**config.mk**
```make
export PLATFORM = sky130hd
export DESIGN_NAME = fifo_rd_packer_flat
export DESIGN_NICKNAME = d
export VERILOG_FILES = /design/src/rtl/fifo_pkg.sv /design/src/rtl/fifo_rd_packer_if.sv /design/src/rtl/pack_out_reg.sv /design/src/rtl/fifo_rd_packer.sv /design/src/flat_wrapper.sv
export SDC_FILE = /design/constraint.sdc
export NUM_CORES = 1
export LEC_CHECK = 0
export ABC_CLOCK_PERIOD_IN_PS = 6100
export CAP_MARGIN = 40
export CORE_MARGIN = 2
export CORE_UTILIZATION = 57
export CTS_CLUSTER_DIAMETER = 80
export DETAILED_ROUTE_END_ITERATION = 12
export PLACE_DENSITY = 0.9
export SYNTH_ARGS = -nofsm -noshare
export SYNTH_HDL_FRONTEND = slang
export SYNTH_SLANG_ARGS = --single-unit
```
**constraint.sdc**
```tcl
create_clock -name clk -period 6.1 [get_ports clk]
set_input_delay 0.915 -clock clk [delete_from_list [all_inputs] [get_ports clk]]
set_output_delay 0.915 -clock clk [all_outputs]
set_load 0.02 [all_outputs]
```
**src/rtl/fifo_pkg.sv**
```systemverilog
// Shared types and constants for the FIFO read packer.
// The lane helper is used to build partial-word byte enables.
package fifo_pkg;

   localparam int NBYTES_DEFAULT = 4;

   typedef enum logic [1:0] {
      COLLECT = 2'd0,
      DRAIN   = 2'd1,
      EMIT    = 2'd2
   } pack_state_t;

   // True when lane index `lane` lies below a fill count `cnt`.
   function automatic logic lane_filled(input logic [3:0] lane, input logic [3:0] cnt);
      return lane < cnt;
   endfunction

endpackage

```
**src/rtl/fifo_rd_packer_if.sv**
```systemverilog
// Byte FIFO read side, flush handshake and packed-word stream of the packer.
// The master modport is the packer itself; the slave modport is its environment.
interface fifo_rd_packer_if
   import fifo_pkg::*;
#(
   parameter int NBYTES = NBYTES_DEFAULT
);
   logic                  fifo_empty;
   logic                  fifo_rd_en;
   logic [7:0]            fifo_data;
   logic                  flush;
   logic                  flush_done;
   logic                  word_valid;
   logic                  word_ready;
   logic [8*NBYTES-1:0]   word_data;
   logic [NBYTES-1:0]     word_be;

   modport master (
      input  fifo_empty, fifo_data, flush, word_ready,
      output fifo_rd_en, flush_done, word_valid, word_data, word_be
   );

   modport slave (
      output fifo_empty, fifo_data, flush, word_ready,
      input  fifo_rd_en, flush_done, word_valid, word_data, word_be
   );
endinterface

```
**src/rtl/pack_out_reg.sv**
```systemverilog
// Output holding register for packed words with a valid/ready handshake.
// Contents stay frozen while a word is offered but not yet taken.
module pack_out_reg
   import fifo_pkg::*;
#(
   parameter int NBYTES = NBYTES_DEFAULT
)
(
   input  logic                clk,
   input  logic                rst,
   input  logic                load,
   input  logic [8*NBYTES-1:0] load_data,
   input  logic [NBYTES-1:0]   load_be,
   input  logic                word_ready,
   output logic                slot_free,
   output logic                word_valid,
   output logic [8*NBYTES-1:0] word_data,
   output logic [NBYTES-1:0]   word_be
);

   logic                valid_reg;
   logic [8*NBYTES-1:0] data_reg;
   logic [NBYTES-1:0]   be_reg;

   // The slot may be refilled on the same edge the current word is taken.
   assign slot_free = !valid_reg || word_ready;

   always_ff @(posedge clk or negedge rst) begin
      if (!rst) begin
         valid_reg <= 1'b0;
         data_reg  <= '0;
         be_reg    <= '0;
      end else if (load) begin
         valid_reg <= 1'b1;
         data_reg  <= load_data;
         be_reg    <= load_be;
      end else if (word_ready) begin
         valid_reg <= 1'b0;
      end
   end

   assign word_valid = valid_reg;
   assign word_data  = data_reg;
   assign word_be    = be_reg;

endmodule

```
**src/rtl/fifo_rd_packer.sv**
```systemverilog
// Drains a byte FIFO with one-cycle read latency and packs bytes into NBYTES-wide
// words, first byte in lane 0; a flush pushes out any partial word.
module fifo_rd_packer
   import fifo_pkg::*;
#(
   parameter int NBYTES = NBYTES_DEFAULT
)
(
   input  logic             clk,
   input  logic             rst,
   fifo_rd_packer_if.master bus
);

   localparam int         W        = 8 * NBYTES;
   localparam logic [3:0] FULL_CNT = 4'(NBYTES);

   pack_state_t       state_reg;
   pack_state_t       state_next;
   logic [3:0]        byte_cnt_reg;
   logic [3:0]        byte_cnt_next;
   logic [3:0]        cnt_after;
   logic              inflight_reg;
   logic [W-1:0]      asm_reg;
   logic [W-1:0]      asm_next;
   logic [W-1:0]      asm_merged;
   logic [NBYTES-1:0] part_be;
   logic [NBYTES-1:0] load_be;
   logic              rd_en;
   logic              word_full;
   logic              slot_free;
   logic              load;
   logic              emit_partial;
   logic              flush_done;

   // Fill level counting the byte arriving this cycle; a full level with no
   // byte in flight means a completed word is parked waiting for the slot.
   assign cnt_after = byte_cnt_reg + {3'b000, inflight_reg};
   assign word_full = (cnt_after == FULL_CNT);

   generate
      for (genvar gi = 0; gi < NBYTES; gi++) begin : g_lane
         assign asm_merged[gi*8 +: 8] = (inflight_reg && byte_cnt_reg == 4'(gi))
                                        ? bus.fifo_data : asm_reg[gi*8 +: 8];
         assign part_be[gi] = lane_filled(4'(gi), byte_cnt_reg);
      end
   endgenerate

   // Counting the in-flight byte stops the read stream exactly at a word boundary.
   assign rd_en = rst && !bus.fifo_empty && (state_reg == COLLECT) && !bus.flush
                  && (cnt_after < FULL_CNT);

   always_ff @(posedge clk or negedge rst) begin
      if (!rst) begin
         state_reg <= COLLECT;
      end else begin
         state_reg <= state_next;
      end
   end

   always_comb begin
      state_next = state_reg;
      case (state_reg)
         COLLECT: if (bus.flush) state_next = DRAIN;
         DRAIN:   if (!inflight_reg) state_next = EMIT;
         EMIT:    if (byte_cnt_reg == 4'd0 || slot_free) state_next = COLLECT;
         default: state_next = COLLECT;
      endcase
   end

   always_comb begin
      flush_done   = 1'b0;
      emit_partial = 1'b0;
      if (state_reg == EMIT) begin
         if (byte_cnt_reg == 4'd0) begin
            flush_done = 1'b1;
         end else if (slot_free) begin
            flush_done   = 1'b1;
            emit_partial = 1'b1;
         end
      end
   end

   // A full word also covers a flush that finds all lanes already written.
   assign load    = slot_free && (word_full || emit_partial);
   assign load_be = word_full ? {NBYTES{1'b1}} : part_be;

   assign byte_cnt_next = load ? 4'd0 : cnt_after;
   assign asm_next      = load ? '0 : asm_merged;

   always_ff @(posedge clk or negedge rst) begin
      if (!rst) begin
         byte_cnt_reg <= 4'd0;
         inflight_reg <= 1'b0;
         asm_reg      <= '0;
      end else begin
         byte_cnt_reg <= byte_cnt_next;
         inflight_reg <= rd_en;
         asm_reg      <= asm_next;
      end
   end

   pack_out_reg #(
      .NBYTES (NBYTES)
   ) u_out (
      .clk        (clk),
      .rst        (rst),
      .load       (load),
      .load_data  (asm_merged),
      .load_be    (load_be),
      .word_ready (bus.word_ready),
      .slot_free  (slot_free),
      .word_valid (bus.word_valid),
      .word_data  (bus.word_data),
      .word_be    (bus.word_be)
   );

   assign bus.fifo_rd_en = rd_en;
   assign bus.flush_done = flush_done;

endmodule
```
**src/flat_wrapper.sv**
```systemverilog
// flat-port wrapper written by rule: the top's interface ports become plain ports
module fifo_rd_packer_flat import fifo_pkg::*;
#(
   parameter int NBYTES = NBYTES_DEFAULT
)
  (clk, rst, bus_fifo_empty, bus_fifo_data, bus_flush, bus_word_ready, bus_fifo_rd_en, bus_flush_done, bus_word_valid, bus_word_data, bus_word_be);
  fifo_rd_packer_if #(.NBYTES(NBYTES)) bus_i ();
  input  logic clk;
  input  logic rst;
  input wire logic [$bits(bus_i.fifo_empty)-1:0] bus_fifo_empty;
  input wire logic [$bits(bus_i.fifo_data)-1:0] bus_fifo_data;
  input wire logic [$bits(bus_i.flush)-1:0] bus_flush;
  input wire logic [$bits(bus_i.word_ready)-1:0] bus_word_ready;
  output wire logic [$bits(bus_i.fifo_rd_en)-1:0] bus_fifo_rd_en;
  output wire logic [$bits(bus_i.flush_done)-1:0] bus_flush_done;
  output wire logic [$bits(bus_i.word_valid)-1:0] bus_word_valid;
  output wire logic [$bits(bus_i.word_data)-1:0] bus_word_data;
  output wire logic [$bits(bus_i.word_be)-1:0] bus_word_be;
  assign bus_i.fifo_empty = bus_fifo_empty;
  assign bus_i.fifo_data = bus_fifo_data;
  assign bus_i.flush = bus_flush;
  assign bus_i.word_ready = bus_word_ready;
  assign bus_fifo_rd_en = bus_i.fifo_rd_en;
  assign bus_flush_done = bus_i.flush_done;
  assign bus_word_valid = bus_i.word_valid;
  assign bus_word_data = bus_i.word_data;
  assign bus_word_be = bus_i.word_be;
  fifo_rd_packer #(.NBYTES(NBYTES)) u_core (.clk(clk), .rst(rst), .bus(bus_i));
endmodule
```
-- After elaboration in Yosys (flattened, before gate mapping)
Index checks and enable logic that the tools add are counted.
- word-level logic and storage cells: 59
- flip-flop bits (word level): 76
- bits of input ports: 13
- output and inout bits: 39
- eq/ne operators: 9
- add/sub/neg operators: 1
- mux-type cells: 18
- magnitude comparators: 5
- reductions and logical operators: 19
- operators by type and width (kind ; number):
    $mux 32 ; 1
    $mux 8 ; 4
    $logic_and 1x1->1 ; 9
    $eq 4x2->1 const B ; 2
    $lt 1x4->1 const A ; 2
    $lt 2x4->1 const A ; 2
    $mux 4 ; 2
    $mux 1 ; 7
    $mux 2 ; 3
    $pmux 2 s3 ; 1
    $add 4x1->4 ; 1
    $eq 4x1->1 const B ; 1
    $eq 4x3->1 const B ; 1
    $logic_not 4->1 ; 1
    $lt 4x3->1 const B ; 1
    $ne 2x2->1 const B ; 2
    $logic_not 1->1 ; 3
    $logic_or 1x1->1 ; 3
    $reduce_and 3->1 ; 1
    $eq 2x1->1 const B ; 1
    $eq 2x2->1 const B ; 1
    $logic_not 2->1 ; 1
    $ne 2x1->1 const B ; 1
    $reduce_bool 2->1 ; 1

-- Longest topological paths before layout
Gate-level depths: netlist of the first run.
- depth after elaboration: 8
- gate-level depth with buffers: 9
- gate-level depth less buffers: 7

-- Cells and area by module
From an unflattened synthesis of the first run, not the netlist that was laid out.
- cells, all modules: 307
- area, all modules: 3743.6 um2
- modules (own cells, without submodules) (module ; instances ; area each (um2) ; cells each ; seq. area each (um2)):
    fifo_rd_packer ; 1 ; 2219.6 ; 228 ; 975.9
    pack_out_reg ; 1 ; 1524.0 ; 79 ; 925.9

-- Worst setup path after synthesis of the first run
OpenSTA, ideal clock, no wires.
- path type: input -> output
- start: input port bus_flush
- end: output port bus_fifo_rd_en
- path buffers: 0
- arrival time: 1397 ps
- stages: 2
- required time: 5185 ps
- setup slack: 3788 ps
- cells stage by stage: nor4_1 and3_1
- longest elaborated chain between the ends: 3
- RTL lines (item ; RTL line ; text):
    start, declared ; flat_wrapper.sv:12 ; input wire logic [$bits(bus_i.flush)-1:0] bus_flush;
    $logic_not 1->1 ; fifo_rd_packer.sv:49 ; assign rd_en = rst && !bus.fifo_empty && (state_reg == COLLECT) && !bus.flush
    $logic_and 1x1->1 ; fifo_rd_packer.sv:49 ;
    $logic_and 1x1->1 ; fifo_rd_packer.sv:50 ; && (cnt_after < FULL_CNT);
    end, declared ; flat_wrapper.sv:14 ; output wire logic [$bits(bus_i.fifo_rd_en)-1:0] bus_fifo_rd_en;
No other way between the ends.

-- Final worst setup path of the first run
- start: register u_core.inflight_reg
- end: output port bus_fifo_rd_en
- longest elaborated chain between the ends: 3
- RTL lines (item ; RTL line ; text):
    start, declared ; fifo_rd_packer.sv:22 ; logic inflight_reg;
    start signal, assigned ; fifo_rd_packer.sv:97 ; inflight_reg <= rd_en;
    $add 4x1->4 ; fifo_rd_packer.sv:37 ; assign cnt_after = byte_cnt_reg + {3'b000, inflight_reg};
    $lt 4x3->1 ; fifo_rd_packer.sv:50 ;
    $logic_and 1x1->1 ; fifo_rd_packer.sv:50 ;
No other way between the ends.

==> results of run 1 <==
path summary, 6_finish.rpt:
path | end | slack [ns] | depth (start not counted)
worst max-delay path | bus_fifo_rd_en | 2.63 | 8
worst min-delay path | u_core.u_out.word_be[0] | 0.47 | 1
worst max register to register | u_core.u_out.word_be[2] | 3.32 | 9
worst min register to register | u_core.u_out.word_be[0] | 0.47 | 1
max in group asynchronous | u_core.u_out.word_data[5] | 5.01 | 3
min in group asynchronous | u_core.u_out.word_be[0] | 0.55 | 2
power groups by stage:
stage | clock, mW | sequential (mW) | combinational (mW)
after global placement | 0 | 0.750 | 0.709
after detailed placement | 0 | 0.757 | 0.747
final | 0.369 | 0.750 | 0.750
after global routing | 0.391 | 0.768 | 0.819
after CTS | 0.372 | 0.750 | 0.754
after floorplan | 0 | 0.846 | 0.377
logic make-up after synthesis:
family,count (synthesis),synth area share
mux,33,0.1038
buf+inv,17,0.03184
simple gates,66,0.09473
fa+ha+maj,2,0.007860
xor+xnor,2,0.005504
flops,76,0.5975
compound gates,75,0.1588
routing by layer:
layer	vias up	wire (um)	global-route usage
met5	-	0	0
met4	0	144	0.1088
met3	12	287	0.03750
met2	66	3304	0.3684
met1	1100	2900	0.3402
li1	1044	-	-
synth_stat cells, drive strengths merged (2+ instances only):
library cell / n / share of area
ha: 2 / 0.0079
dfrtp: 76 / 0.60
nor4: 2 / 0.0039
nand2b: 4 / 0.0079
nor2: 42 / 0.050
clkbuf: 9 / 0.011
buf: 8 / 0.020
nand3: 2 / 0.0031
o21ai: 67 / 0.14
a21oi: 4 / 0.0075
and2: 4 / 0.0079
and3: 2 / 0.0039
mux2i: 33 / 0.10
nand3b: 2 / 0.0047
nand2: 5 / 0.0059
o32a: 2 / 0.0063
final cells by class:
type	instances	area, um2
Clock inverter	7	67.56
Fill cell	366	1490
Timing Repair Buffer	57	583.1
Tap cell	72	90.09
Multi-Input combinational cell	178	1182
Sequential cell	76	1902
Clock buffer	9	123.9
through the flow:
step                setup slack [ns]  instances
floorplan                      3.788        271
global placement               2.539        381
detailed placement             2.675        383
CTS                            2.623        399
global route                   2.512        399
finish                         2.626        399
==> summary.log, run 1 <==
qor: min_path.hold_path.startpoint u_core.u_out.word_be[0]
qor: setup_path.critical_path.endpoint_type output pin
qor: synthesis.synth_edf_count 0
qor: pwr.pwr-share-seq 0.401
qor: floorplan.dieWidth 78.73 um
qor: sta.post-route-min-period 3.474 ns
qor: setup_path.worst_ep_required_time 5.18 ns
qor: setup_path.cp-start-kind register
qor: finish.finish.utilization 0.7260
qor: finish.syn_to_final_growth 24.06%
qor: cts.cts_max_level 3
qor: setup_path.worstPathCellList ha_1 > ha_1 > nand2_1 > a21oi_1 > nor2_1 > o22ai_1 > and3_1 > clkdlybuf4s50_1
qor: cts.cts.repair_timing.setup_buffer_count 0
qor: route.vias 2,222
qor: finish.most-common-layout-cells 76 x sky130_fd_sc_hd__dfrtp_1, 50 x sky130_fd_sc_hd__clkdlybuf4s50_1, 41 x sky130_fd_sc_hd__nor2_1
qor: finish.fraction_of_final_layout_cells_sized_beyond_drive_strength_1 0.1774
qor: pwr.fin_total_pwr 1.869 mW
qor: cts.tritoncts_clock_tree done
qor: finish.layout.cells.most_common sky130_fd_sc_hd__dfrtp_1
qor: setup_path.timing.setup.critical_path_class register to output pin
qor: sta.timing.setup.tns 0 ns
qor: cts.cts_buffer_depth 2
qor: finish.finish.instance_area 3949 um2
qor: cts.numCtsBuffers 9
qor: route.dr.first_iter.drc_count 116
qor: cts.post_cts_resized 0
qor: placed_design.gpl.final_weighted_congestion 0.8188
qor: min_path.hold_path.class register to register
qor: pwr.swShare 0.3799
qor: floorplan.floorplan.die.height 78.73 um
qor: placed_design.placed_area 3757 um2
qor: pwr.total_leakage_power 1.929 nW
qor: cts.clock_insertion_delay_worst_skew 0.35 ns
qor: pwr.irDropWorstVdd 276.9 uV
qor: setup_path.cp_top_family buffers and inverters
qor: sta.grt_setup_unrepaired false
qor: pwr.p_clk_frac 0.198
qor: global_route.grt_max_degree 54
qor: run_status.outcome finished clean
qor: floorplan.initial_core_util 0.5852
qor: sta.worst_pin_slew 0.5737 ns
qor: sta.layout_worst_path_cycle_share 0.5695
qor: sta.max_clock_freq 0.2879 GHz
qor: sta.finalHoldWorstSlack 0.4665 ns
qor: cts.worst_setup_hold_path_clk_slew 0.08 ns
qor: setup_path.worst-path-max-fanout 5
qor: cts.hold_buffers 0
qor: floorplan.boundaryPins 52
qor: synthesis.post_synth_arst_share 1.000
qor: pwr.p_int 1.159 mW
qor: global_route.first_global_vias 2,191
qor: synthesis.netlist-cell-type-count 28
qor: setup_path.cp_data_arrival_time 2.56 ns
qor: global_route.antenna_violations_before_repair 0
qor: finish.nNetsFinal 337
qor: setup_path.critical-path-slowest-cell sky130_fd_sc_hd__clkdlybuf4s50_1
qor: pwr.cellPowerDensity 473.4 nW/um2
qor: synthesis.synth.ff_latch_count 76
qor: setup_path.crit_start u_core.inflight_reg
qor: route.via_density 5.569
qor: setup_path.crit_top_cell sky130_fd_sc_hd__ha_1
qor: pwr.total_switching_power 0.7102 mW
qor: route.post-route-drc-count 0
qor: sta.fin_worst_skew 0.005274 ns
qor: pwr.comb_pwr_share 0.401
qor: synthesis.mappedNetlistNets 286
qor: sta.finalSetupViolCount 0
qor: synthesis.synth-main-ff-cell sky130_fd_sc_hd__dfrtp_1
qor: sta.timing_max_transition_violations_final 0
qor: finish.antenna_cells_inserted 0
qor: setup_path.critical_register_to_register_path_startpoint u_core.inflight_reg
qor: global_route.overflow 0
qor: floorplan.floorplan.core_area 5439 um2
qor: global_route.grt_util_all_layers 0.2395
qor: sta.finalHoldViolCount 0
qor: synthesis.postSynthAreaPerCell 11.75 um2
qor: route.avgRoutedWirePerCell 16.63 um
qor: floorplan.floorplan.rows 27
qor: job.timing.max_cap.violations 0
qor: route.routed_antenna_nets 0
qor: floorplan.dieArea 6198 um2
qor: global_route.grt_first_pass_wirelength 11,130 um
qor: route.dr.pass1.iters 5
qor: placed_design.place_hpwl 4382 um
qor: synthesis.post_synth_instance_area 3183 um2
qor: placed_design.io_buffers 51
qor: synthesis.synth.yosys.seq_area_share 0.5975
qor: synthesis.yosys_warnings 0
qor: setup_path.timing.critical_path.slowest_cell_delay 0.62 ns
qor: synthesis.post_synth_inst_count 271
qor: cts.master_cell_of_the_clock_root_buffer sky130_fd_sc_hd__clkbuf_8
qor: sta.maxSlewHeadroom 0.6164
qor: cts.clkSinkCount 76
qor: setup_path.critical_path_buf_inv_count 1
qor: route.route.final.wire_length 6636 um
Power figures use the tool's default switching activity.
==> run 2: changes to the inputs <==
--- a/config.mk
+++ b/config.mk
@@ -5,13 +5,13 @@
 export SDC_FILE = /design/constraint.sdc
 export NUM_CORES = 1
 export LEC_CHECK = 0
-export ABC_CLOCK_PERIOD_IN_PS = 6100
+export ABC_CLOCK_PERIOD_IN_PS = 3500
 export CAP_MARGIN = 40
 export CORE_MARGIN = 2
-export CORE_UTILIZATION = 57
+export CORE_UTILIZATION = 53
 export CTS_CLUSTER_DIAMETER = 80
 export DETAILED_ROUTE_END_ITERATION = 12
-export PLACE_DENSITY = 0.9
+export PLACE_DENSITY = 0.85
 export SYNTH_ARGS = -nofsm -noshare
 export SYNTH_HDL_FRONTEND = slang
 export SYNTH_SLANG_ARGS = --single-unit
==> constraint.sdc (replaced) <==
create_clock -name clk -period 3.5 [get_ports clk]
set_input_delay 0.525 -clock clk [delete_from_list [all_inputs] [get_ports clk]]
set_output_delay 0.525 -clock clk [all_outputs]
set_load 0.02 [all_outputs]
==> run 2 against run 1 <==
- hold slack worse by 0.43 ns
- critical path type unchanged
- core utilization shrank 5.4 points
- non-clock buffer count unchanged
- critical path depth is the same
- clock skew grew 0.00051 ns
- flip-flop and latch count unchanged
- wire length grew 1.3%
- largest cell class unchanged
- clock power is 75% higher
- global-route usage decreased by 2.2 points
- count of clock-buffer cells in the layout up 1
- largest power group unchanged
==> summary.log, run 2 (same netlist as run 1, synthesis figures left out) <==
qor: route.dr.pass1.iters 4 [-1]
qor: setup_path.cp_data_arrival_time 2.48 ns [-0.08 ns]
qor: job.timing.max_cap.violations 0 [unchanged]
qor: pwr.irDropWorstVdd 425.4 uV [+54%]
qor: route.routed_antenna_nets 0 [unchanged]
qor: global_route.overflow 0 [unchanged]
qor: floorplan.boundaryPins 52 [unchanged]
qor: sta.finalHoldWorstSlack 0.03924 ns [-0.4273 ns]
qor: floorplan.floorplan.die.height 81.50 um [+3.5%]
qor: floorplan.dieWidth 81.50 um [+3.5%]
qor: global_route.grt_max_degree 60 [+11%]
qor: setup_path.worst-path-max-fanout 5 [unchanged]
qor: cts.tritoncts_clock_tree done
qor: finish.syn_to_final_growth 23.58%
qor: setup_path.timing.setup.critical_path_class register to output pin
qor: pwr.p_int 2.036 mW [+76%]
qor: route.post-route-drc-count 0 [unchanged]
qor: placed_design.place_hpwl 4583 um [+4.6%]
qor: floorplan.dieArea 6641 um2 [+7.1%]
qor: sta.finalHoldViolCount 0 [unchanged]
qor: cts.cts_buffer_depth 2 [unchanged]
qor: finish.fraction_of_final_layout_cells_sized_beyond_drive_strength_1 0.1748 [-0.002523]
qor: sta.maxSlewHeadroom 0.5272 [-0.08918]
qor: finish.layout.cells.most_common sky130_fd_sc_hd__dfrtp_1
qor: setup_path.worst_ep_required_time 2.97 ns [-2.21 ns]
qor: sta.timing.setup.tns 0 ns [unchanged]
qor: route.via_density 5.626 [+1.0%]
qor: sta.timing_max_transition_violations_final 0 [unchanged]
qor: global_route.grt_util_all_layers 0.2170 [-0.02245]
qor: route.dr.first_iter.drc_count 257 [+120%]
qor: setup_path.critical_path.endpoint_type output pin
qor: cts.clkSinkCount 76 [unchanged]
qor: global_route.antenna_violations_before_repair 0 [unchanged]
qor: setup_path.critical-path-slowest-cell sky130_fd_sc_hd__clkdlybuf4s50_1
qor: sta.finalSetupViolCount 0 [unchanged]
qor: setup_path.critical_path_buf_inv_count 1 [unchanged]
qor: sta.worst_pin_slew 0.7092 ns [+0.1355 ns]
qor: cts.post_cts_resized 0 [unchanged]
qor: run_status.outcome finished clean
qor: pwr.comb_pwr_share 0.400 [about the same]
qor: sta.max_clock_freq 0.3324 GHz
qor: sta.layout_worst_path_cycle_share 0.8595
qor: cts.numCtsBuffers 9 [unchanged]
qor: finish.antenna_cells_inserted 0 [unchanged]
qor: cts.clock_insertion_delay_worst_skew 0.34 ns [about the same]
qor: floorplan.floorplan.core_area 5851 um2 [+7.6%]
qor: cts.hold_buffers 0 [unchanged]
qor: setup_path.worstPathCellList ha_1 > ha_1 > nand2_1 > a21oi_1 > nor2_1 > o22ai_1 > and3_1 > clkdlybuf4s50_1
qor: placed_design.io_buffers 51 [unchanged]
qor: global_route.first_global_vias 2,177 [-0.64%]
qor: min_path.hold_path.class input pin to async pin
qor: pwr.total_leakage_power 1.930 nW [about the same]
qor: sta.fin_worst_skew 0.005786 ns [+0.0005114 ns]
qor: floorplan.initial_core_util 0.5441 [-0.04118]
qor: setup_path.r2r_slack 0.88 ns [-2.44 ns]
qor: cts.cts.repair_timing.setup_buffer_count 0 [unchanged]
qor: route.vias 2,256 [+1.5%]
qor: pwr.swShare 0.3751 [-0.004807]
qor: pwr.total_switching_power 1.222 mW [+72%]
qor: sta.post-route-min-period 3.008 ns
qor: route.avgRoutedWirePerCell 16.77 um [+0.82%]
qor: route.route.final.wire_length 6724 um [+1.3%]
qor: setup_path.cp_top_family buffers and inverters
qor: placed_design.gpl.final_weighted_congestion 0.8581 [+4.8%]
qor: floorplan.floorplan.rows 28 [+3.7%]
qor: setup_path.timing.critical_path.slowest_cell_delay 0.60 ns [-0.02 ns]
qor: pwr.cellPowerDensity 828.4 nW/um2 [+75%]
qor: finish.most-common-layout-cells 76 x sky130_fd_sc_hd__dfrtp_1, 50 x sky130_fd_sc_hd__clkdlybuf4s50_1, 41 x sky130_fd_sc_hd__nor2_1
qor: setup_path.cp-start-kind register
qor: finish.nNetsFinal 337 [unchanged]
qor: pwr.pwr-share-seq 0.402 [about the same]
qor: cts.master_cell_of_the_clock_root_buffer sky130_fd_sc_hd__clkbuf_8
qor: finish.finish.utilization 0.6724 [-0.05365]
qor: sta.grt_setup_unrepaired false
qor: cts.cts_max_level 3 [unchanged]
qor: cts.worst_setup_hold_path_clk_slew 0.08 ns [about the same]
qor: pwr.p_clk_frac 0.199 [about the same]
qor: setup_path.crit_top_cell sky130_fd_sc_hd__ha_1
qor: global_route.grt_first_pass_wirelength 10,700 um [-3.9%]
[run 2: changes by cell type in the layout (fill, tap and decap cells not counted)]
cell / change
sky130_fd_sc_hd__clkinvlp_4: -2
sky130_fd_sc_hd__buf_4: +2
sky130_fd_sc_hd__buf_16: -1
sky130_fd_sc_hd__clkbuf_8: +1
sky130_fd_sc_hd__buf_2: -1
[run 2: path summary, 6_finish.rpt]
check	end	from	cells after the start
setup / recovery	bus_fifo_rd_en	u_core.byte_cnt_reg[0]	8
hold / removal	u_core.u_out.word_data[10]	rst	1
setup reg to reg	u_core.asm_reg[31]	u_core.byte_cnt_reg[0]	9
hold reg to reg	u_core.u_out.word_be[0]	u_core.u_out.word_be[0]	1
max in group asynchronous	u_core.u_out.word_data[26]	rst	2
min in group clk	u_core.u_out.word_be[0]	u_core.u_out.word_be[0]	1
[run 2: cell type report]
| cell class | count | area, um2 |
|---|---|---|
| clock inverter | 5 | 52.55 |
| tap | 75 | 93.84 |
| sequential | 76 | 1902 |
| timing repair buffer | 57 | 565.5 |
| multi-input combinational | 178 | 1182 |
| clock buffer | 10 | 137.6 |
| fill | 436 | 1917 |
[run 2: worst reg2reg max path: cells and delay by family, from the launching register on]
| kind | cells | cell delay [ns] |
|---|---|---|
| AO/OA/AOI/OAI | 1 | 0.09 |
| adder cells (fa/ha/maj) | 2 | 0.51 |
| XOR/XNOR | 1 | 0.20 |
| buffers and inverters | 2 | 0.61 |
| flip-flops | 1 | 0.44 |
| AND/OR/NAND/NOR | 3 | 0.66 |
[run 2: power groups by stage]
stage          sequential, mW  clock [mW]  combinational (mW)
2_1_floorplan            1.47           0               0.657
3_3_place_gp             1.31           0                1.27
3_5_place_dp             1.33           0                1.30
4_1_cts                  1.31       0.651                1.31
5_1_grt                  1.34       0.695                1.42
6_report                 1.31       0.647                1.30
[run 2: layer usage]
metal	global-route usage	vias up	wire length [um]
met5	0	-	0
met4	0.1085	0	128
met3	0.03846	15	436
met2	0.3311	88	3250
met1	0.3012	1113	2908
li1	-	1040	-
[run 2: metrics by stage]
| stage | instances | instance area [um2] | setup slack, ns | power [mW] |
|---|---|---|---|---|
| 6_report | 401 | 3934 | 0.4919 | 3.259 |
| 5_1_grt | 401 | 3934 | 0.3917 | 3.452 |
| 4_1_cts | 401 | 3934 | 0.5228 | 3.273 |
| 3_5_place_dp | 386 | 3744 | 0.9018 | 2.630 |
| 3_3_place_gp | 386 | 3744 | 0.9838 | 2.581 |
| 2_1_floorplan | 271 | 3183 | 1.447 | 2.131 |
==> run 3: changes to the inputs <==
--- a/config.mk
+++ b/config.mk
@@ -12,6 +12,7 @@
 export CTS_CLUSTER_DIAMETER = 80
 export DETAILED_ROUTE_END_ITERATION = 12
 export PLACE_DENSITY = 0.85
+export SLEW_MARGIN = 20
 export SYNTH_ARGS = -nofsm -noshare
 export SYNTH_HDL_FRONTEND = slang
 export SYNTH_SLANG_ARGS = --single-unit
==> results of run 3 <==
The final DEF is identical to that of run 2; final timing and power are the same.
